`src/rtl/countdown_timer.sv`:
```
// countdown_timer: loadable down-counting interval timer
// with borrow-out cascade, one-shot/auto-reload and expiry handshake.
module countdown_timer #(
    parameter int N = 4
) (
    input  logic         clk,
    input  logic         clr,
    input  logic         start,
    input  logic [N-1:0] din,
    input  logic         auto,
    input  logic         enp,
    input  logic         ent,
    input  logic         ack,
    input  logic         abort,
    output logic [N-1:0] dout,
    output logic         bco,
    output logic         busy,
    output logic         tick,
    output logic         done
);

    typedef enum logic [1:0] {
        S_IDLE    = 2'd0,
        S_RUN     = 2'd1,
        S_EXPIRED = 2'd2
    } state_t;

    state_t       state;
    state_t       state_n;
    logic [N-1:0] cnt;
    logic [N-1:0] cnt_n;
    logic [N-1:0] rld;
    logic [N-1:0] rld_n;
    logic         tick_q;
    logic         tick_n;
    logic         done_q;
    logic         done_n;
    logic         en;
    logic         zero;

    // Qualify counting with both cascade enables and detect terminal count.
    always_comb begin
        en   = enp && ent;
        zero = (cnt == '0);
    end

    // State register; clr forces IDLE ahead of everything else.
    always_ff @(posedge clk) begin
        if (clr) begin
            state <= S_IDLE;
        end else begin
            state <= state_n;
        end
    end

    // Next-state and next-datapath logic: abort > start > count/ack.
    always_comb begin
        state_n = state;
        cnt_n   = cnt;
        rld_n   = rld;
        tick_n  = 1'b0;
        done_n  = done_q;
        if (abort) begin
            state_n = S_IDLE;
            cnt_n   = '0;
            done_n  = 1'b0;
        end else if (start) begin
            state_n = S_RUN;
            cnt_n   = din;
            rld_n   = din;
            done_n  = 1'b0;
        end else begin
            unique case (state)
                S_RUN: begin
                    if (en && !zero) begin
                        cnt_n = cnt - N'(1);
                    end else if (en && zero) begin
                        tick_n = 1'b1;
                        if (auto) begin
                            cnt_n = rld;
                        end else begin
                            state_n = S_EXPIRED;
                            cnt_n   = '0;
                            done_n  = 1'b1;
                        end
                    end
                end
                S_EXPIRED: begin
                    cnt_n  = '0;
                    done_n = 1'b1;
                    if (ack) begin
                        state_n = S_IDLE;
                        done_n  = 1'b0;
                    end
                end
                S_IDLE: begin
                    cnt_n = cnt;
                end
                default: begin
                    state_n = S_IDLE;
                    cnt_n   = '0;
                    done_n  = 1'b0;
                end
            endcase
        end
    end

    // Counter, reload value and registered status flags.
    always_ff @(posedge clk) begin
        if (clr) begin
            cnt    <= '0;
            rld    <= '0;
            tick_q <= 1'b0;
            done_q <= 1'b0;
        end else begin
            cnt    <= cnt_n;
            rld    <= rld_n;
            tick_q <= tick_n;
            done_q <= done_n;
        end
    end

    // Borrow-out is combinational so a cascaded stage sees it this cycle.
    always_comb begin
        dout = cnt;
        busy = (state == S_RUN);
        bco  = zero && ent && (state == S_RUN);
        tick = tick_q;
        done = done_q;
    end

endmodule

```
`config.mk`:
```
export PLATFORM = sky130hd
export DESIGN_NAME = countdown_timer
export DESIGN_NICKNAME = d
export VERILOG_FILES = /design/src/rtl/countdown_timer.sv
export SDC_FILE = /design/constraint.sdc
export NUM_CORES = 1
export LEC_CHECK = 0
export BUFFER_PORTS_ARGS = -buffer_cell sky130_fd_sc_hd__buf_2
export CAP_MARGIN = 0
export CORE_MARGIN = 10
export CORE_UTILIZATION = 45
export DETAILED_ROUTE_END_ITERATION = 8
export MAX_ROUTING_LAYER = met4
export PLACE_DENSITY = 0.71
export SLEW_MARGIN = 20
export SYNTH_ARGS = -nofsm -noshare
export SYNTH_HDL_FRONTEND = slang
export SYNTH_SLANG_ARGS = --single-unit
```
`constraint.sdc`:
```
create_clock -name clk -period 2.5 [get_ports clk]
set_clock_uncertainty 0.05 [all_clocks]
set_input_delay 0.5 -clock clk [delete_from_list [all_inputs] [get_ports clk]]
set_output_delay 0.5 -clock clk [all_outputs]
set_load 0.02 [all_outputs]
```
==> out/metrics.yaml, run 1 <==
status: "complete, no violations"
synth.cell_area_sq_um: 691
ir_drop_v: 0.000295
synth_edf_count: 0
gp_congestion: 0.836
syn_nets: 96
synthMuxAreaShare: 0.0580
critPathMaxFanout: 6
synth_compound_area_frac: 0.243
clock_sinks: 12
grt_pass1_vias: 639
post-place-cells: 113
grt_usage: 0.103
setup_tns_ns: 0
io_pins: 20
synth_fa_ha_area_frac: 0.0906
drc: 0
dieWidth_microns: 59.2
drv_cap: 0
start_util: 0.469
firstDrtPassIters: 4
hold_viol_final: 0
htreeDepth: 1
synth_flop_cell: "dfxtp_1"
synthSimpleGateAreaFrac: 0.192
antenna_found_initial: 0
synth_xor_area_frac: 0.0127
clockBufferDepth: 2
synth_top_family_by_area: "compound AO/OA/AOI/OAI gates"
ant_nets: 0
worst-slew-pin-transition_ns: 0.412
slew_violations: 0
vias_per_cell: 5.70
end_kind: "output port"
grt_pass1_wl_microns: 2800
r2r_slack_ns: 0.76
clk_latency_ns: 0.27
path_clk_slew_ns: 0.08
drt_iter0_drc: 30
preCtsSetupSlack_ns: 0.788
p_per_area_nw_per_um2: 516
slew_headroom: 0.724
ys_async_sr_fraction: 0
leakage_uw: 0.000381
die_y_microns: 59.2
routedWlPerCell_microns: 14.5
fmax_ghz: 0.495
crit_required_ns: 1.95
setup_viol: 0
hold_buffers: 0
layout-drive-gt1-share: 0.267
hpwl_microns: 1350
cp-start-kind: "register"
die_area_sq_um: 3500
final_cell_count_no_fill: 117
nNetsFinal: 119
cts_tree: "done"
total_power_uw: 430
ys_warn_count: 0
min-delay-path-class: "in2reg"
ys_types: 32
rsz0062_at_grt: "no"
io_buffers: 19
r2r_end: "state[1]"
crit_arrival_ns: 1.47
cts_inserted_buffers: 3
postRouteWirelength_microns: 1690
core_area_sq_um: 1470
synth.ff_latch_count: 12
cts-root-buf: "clkbuf_4"
cts_resized: 0
setup.worst_path.start: "dout[0]"
grt_max_degree: 10
worst_slack_ns: 0.479
r2r.worst_path.cells: 6
yosysSeqAreaShare: 0.348
netlist_instances: 79
syn_area_per_cell_sq_um: 8.74
row_count: 14
r2r-start: "dout[0]"
overflow: 0
antenna_cells: 0
area_growth_pct: 20.7
path_class: "reg2out"
cts_setup_buffers: 0
fin_crit_sh: 0.809
fin_util: 0.566
endpoint: "bco"
period_needed_ns: 2.02
num_vias: 667
-- per-stage QoR --
step / area (sq um) / hold slack (ns)
detailed placement: 797 / 0.442
global route: 833 / 0.407
global placement: 797 / 0.430
finish: 833 / 0.387
floorplan: 691 / 0.410
CTS: 833 / 0.384
-- state kept, by name, indices dropped and copies added (netlist names) --
signal	flops
rld	4
done	1
dout	4
tick	1
state	2
-- power by group --
| part | internal (uW) | switching, uW |
|---|---|---|
| registers | 197 | 5.41 |
| logic | 30.1 | 40.7 |
| clock network | 88.4 | 67.9 |
| total | 316 | 114 |
-- logic make-up after synthesis --
family                   Yosys count
buffers and inverters              8
AND/OR/NAND/NOR                   25
adder cells (fa/ha/maj)            5
AO/OA/AOI/OAI                     24
flip-flops                        12
multiplexers                       4
XOR/XNOR                           1
-- Yosys cell counts (2+ instances only) --
master / number / area [sq um]
a31oi_1: 4 / 25.0
or2_2: 2 / 12.5
o211ai_1: 2 / 15.0
a22oi_1: 3 / 22.5
dfxtp_1: 12 / 240
nand2_1: 4 / 15.0
nor3_1: 3 / 15.0
o21ai_0: 2 / 10.0
o22ai_1: 3 / 18.8
o211a_1: 2 / 20.0
a21oi_1: 2 / 10.0
nand3_1: 2 / 10.0
nor2_1: 6 / 22.5
ha_1: 5 / 62.6
o31ai_1: 2 / 15.0
mux2i_1: 4 / 40.0
inv_1: 6 / 22.5
-- worst min path at each step --
stage | start | to | depth (start not counted)
2_1_floorplan | rld[0] | rld[0] | 2
3_3_place_gp | rld[1] | rld[1] | 2
3_5_place_dp | done | done | 2
4_1_cts | clr | rld[1] | 2
5_1_grt | clr | rld[1] | 2
6_report | clr | rld[1] | 2
-- critical path, cell delays in order (launching register included) --
cell     delay (ns)
dfxtp_1        0.43
inv_1          0.09
ha_1           0.21
nor3b_1        0.15
and3_1         0.18
buf_2          0.15
-- routing by layer --
layer,share of wire,track usage
met1,0.46,0.124
met3,0.093,0.0343
met5,0,-
met4,0.0083,0.0426
met2,0.44,0.152
-- cell type report --
cell class	instances	area, sq um
multi-input cells	59	412
repair buffers	20	103
inverters	6	22.5
flip-flops and latches	12	240
fillers	141	638
well taps	16	20.0
clock buffers	4	36.3
-- layout by cell type, fill, tap and decap left out, drive strengths merged, types with 2 or more instances in the layout --
| cell type | synthesis | layout |
|---|---|---|
| o211ai | 2 | 2 |
| mux2i | 4 | 4 |
| nor2 | 6 | 6 |
| ha | 5 | 5 |
| nand2 | 4 | 4 |
| a31oi | 4 | 4 |
| o211a | 2 | 2 |
| nor3 | 3 | 3 |
| buf | 1 | 20 |
| o31ai | 2 | 2 |
| a21oi | 2 | 2 |
| dfxtp | 12 | 12 |
| inv | 6 | 6 |
| or2 | 2 | 2 |
| nand3 | 2 | 2 |
| clkbuf | 1 | 4 |
| o22ai | 3 | 3 |
| a22oi | 3 | 3 |
| o21ai | 3 | 3 |
No activity file was read; power rests on OpenSTA's default activity.
==> run 2, diff against run 1 <==
CORE_UTILIZATION = 44   (was 45)
PLACE_DENSITY = 0.72   (was 0.71)
clock period = 1.8 ns   (was 2.5 ns; I/O delays follow)
==> out/metrics.yaml, run 2 (synthesis results as in run 1) <==
hp-start: "clr"  # unchanged
crit_arrival_ns: 1.32  # was 1.47 ns
fmax_ghz: 0.580
dieWidth_microns: 59.6  # was 59.2 microns
min-delay-path-class: "in2reg"  # unchanged
setup_tns_ns: 0  # unchanged
cts-root-buf: "clkbuf_4"  # unchanged
crit_chain: "inv_1 > ha_1 > and3_1 > buf_6"  # was inv_1 > ha_1 > nor3b_1 > and3_1 > buf_2
post-place-cells: 113  # unchanged
status: "complete, no violations"  # unchanged
hold_viol_final: 0  # unchanged
leakage_uw: 0.000400  # was 0.000381 uW
nNetsFinal: 121  # was 119
path_clk_slew_ns: 0.08  # about the same
io_pins: 20  # unchanged
layout-drive-gt1-share: 0.320  # was 0.267
fin_crit_sh: 0.959
clk_latency_ns: 0.27  # about the same
r2r.worst_path.cells: 6  # unchanged
drt_iter0_drc: 20  # was 30
drc: 0  # unchanged
postRouteWirelength_microns: 1770  # was 1690 microns
hold_end: "rld[1]"  # unchanged
clockBufferDepth: 2  # unchanged
area_growth_pct: 27.4  # was 20.7%
cp.depth: 4  # was 5
setup_viol: 0  # unchanged
die_y_microns: 59.6  # was 59.2 microns
crit_required_ns: 1.39  # was 1.95 ns
slowest_stage: "dfxtp_1"  # unchanged
clock_sinks: 12  # unchanged
start_util: 0.464  # was 0.469
hpwl_microns: 1310  # was 1350 microns
num_vias: 664  # was 667
worst_hold_slack_ns: 0.239  # was 0.387 ns
final_common_cell: "buf_2"  # unchanged
r2r-start: "dout[0]"  # unchanged
die_area_sq_um: 3550  # was 3500 sq um
antenna_cells: 0  # unchanged
cts_tree: "done"  # unchanged
overflow: 0  # unchanged
slew_headroom: 0.724  # about the same
row_count: 14  # unchanged
firstDrtPassIters: 4  # unchanged
grt_pass1_wl_microns: 2760  # was 2800 microns
grt_pass1_vias: 630  # was 639
ant_nets: 0  # unchanged
hold_depth: 2  # unchanged
slowest_delay_ns: 0.32  # was 0.43 ns
end_kind: "output port"  # unchanged
critPathMaxFanout: 8  # was 6
layout_common_cells: "18 x buf_2, 11 x dfxtp_1, 6 x nor2_1, 5 x inv_1"  # was 19 x buf_2, 12 x dfxtp_1, 6 x inv_1, 6 x nor2_1, 5 x ha_1
io_buffers: 19  # unchanged
cts_inserted_buffers: 3  # unchanged
r2r_slack_ns: 0.09  # was 0.76 ns
cp_top_family: "flip-flops"  # unchanged
path_class: "reg2out"  # unchanged
r2r_end: "state[1]"  # unchanged
ir_drop_v: 0.000500  # was 0.000295 V
worst-slew-pin-transition_ns: 0.412  # about the same
grt_usage: 0.0985  # was 0.103
antenna_found_initial: 0  # unchanged
slew_violations: 0  # unchanged
fillers: 144  # was 141
final_cell_count_no_fill: 119  # was 117
cp-start-kind: "register"  # unchanged
grt_max_degree: 10  # unchanged
drv_cap: 0  # unchanged
routedWlPerCell_microns: 14.8  # was 14.5 microns
htreeDepth: 1  # unchanged
crit_buf_inv: 2  # unchanged
vias_per_cell: 5.58  # was 5.70
period_needed_ns: 1.73
p_per_area_nw_per_um2: 689  # was 516 nW/um^2
core_area_sq_um: 1490  # was 1470 sq um
gp_congestion: 0.827  # was 0.836
## run 2: layout make-up
type,count,area [sq um],share of cell area
flip-flops and latches,12,241,0.275
multi-input cells,59,435,0.495
repair buffers,22,124,0.141
inverters,6,22.5,0.0256
well taps,16,20.0,0.0228
clock buffers,4,36.3,0.0413
## run 2: timing repair
| item | in CTS | in global routing |
|---|---|---|
| gates resized for setup | 2 | 6 |
| buffers inserted | 1 | 1 |
| setup endpoints to repair | 1 | 3 |
| hold buffers | 0 | 0 |
| pin swaps | 0 | 2 |
## run 2: where the power goes
part	switching [uW]	internal, uW	total, uW
Combinational	59.3	47.7	107
Clock	95.0	123	218
Sequential	7.52	274	282
Total	162	445	606
## run 2: worst max-delay path by stage
stage | to | start
after floorplan | done | dout[0]
after global placement | bco | dout[1]
after detailed placement | bco | dout[1]
after CTS | state[1] | dout[1]
after global routing | dout[3] | dout[2]
final | bco | state[1]
## run 2: worst reg2reg max path, cell delays in order, from the launching register on
cell and delay [ns]:
dfxtp_1 0.32, inv_1 0.10, ha_4 0.14, or3b_1 0.37
o31a_1 0.34, o21ai_1 0.18, o211a_1 0.16
## run 2: layer usage
| metal | global-route usage | share of wire | vias up |
|---|---|---|---|
| met3 | 0.0258 | 0.061 | 4 |
| met5 | - | 0 | - |
| met4 | 0.0449 | 0.012 | 0 |
| met1 | 0.127 | 0.47 | 296 |
| met2 | 0.138 | 0.45 | 21 |
| li1 | - | - | 343 |
## run 2: stage by stage
stage               utilization  total power (uW)  cell area, sq um  setup slack (ns)
floorplan                     -               351               696            0.0991
global placement          0.539               382               802             0.110
detailed placement        0.539               383               802            0.0755
CTS                       0.573               600               853           0.00418
global route              0.591               626               880           -0.0147
finish                    0.591               606               880            0.0747
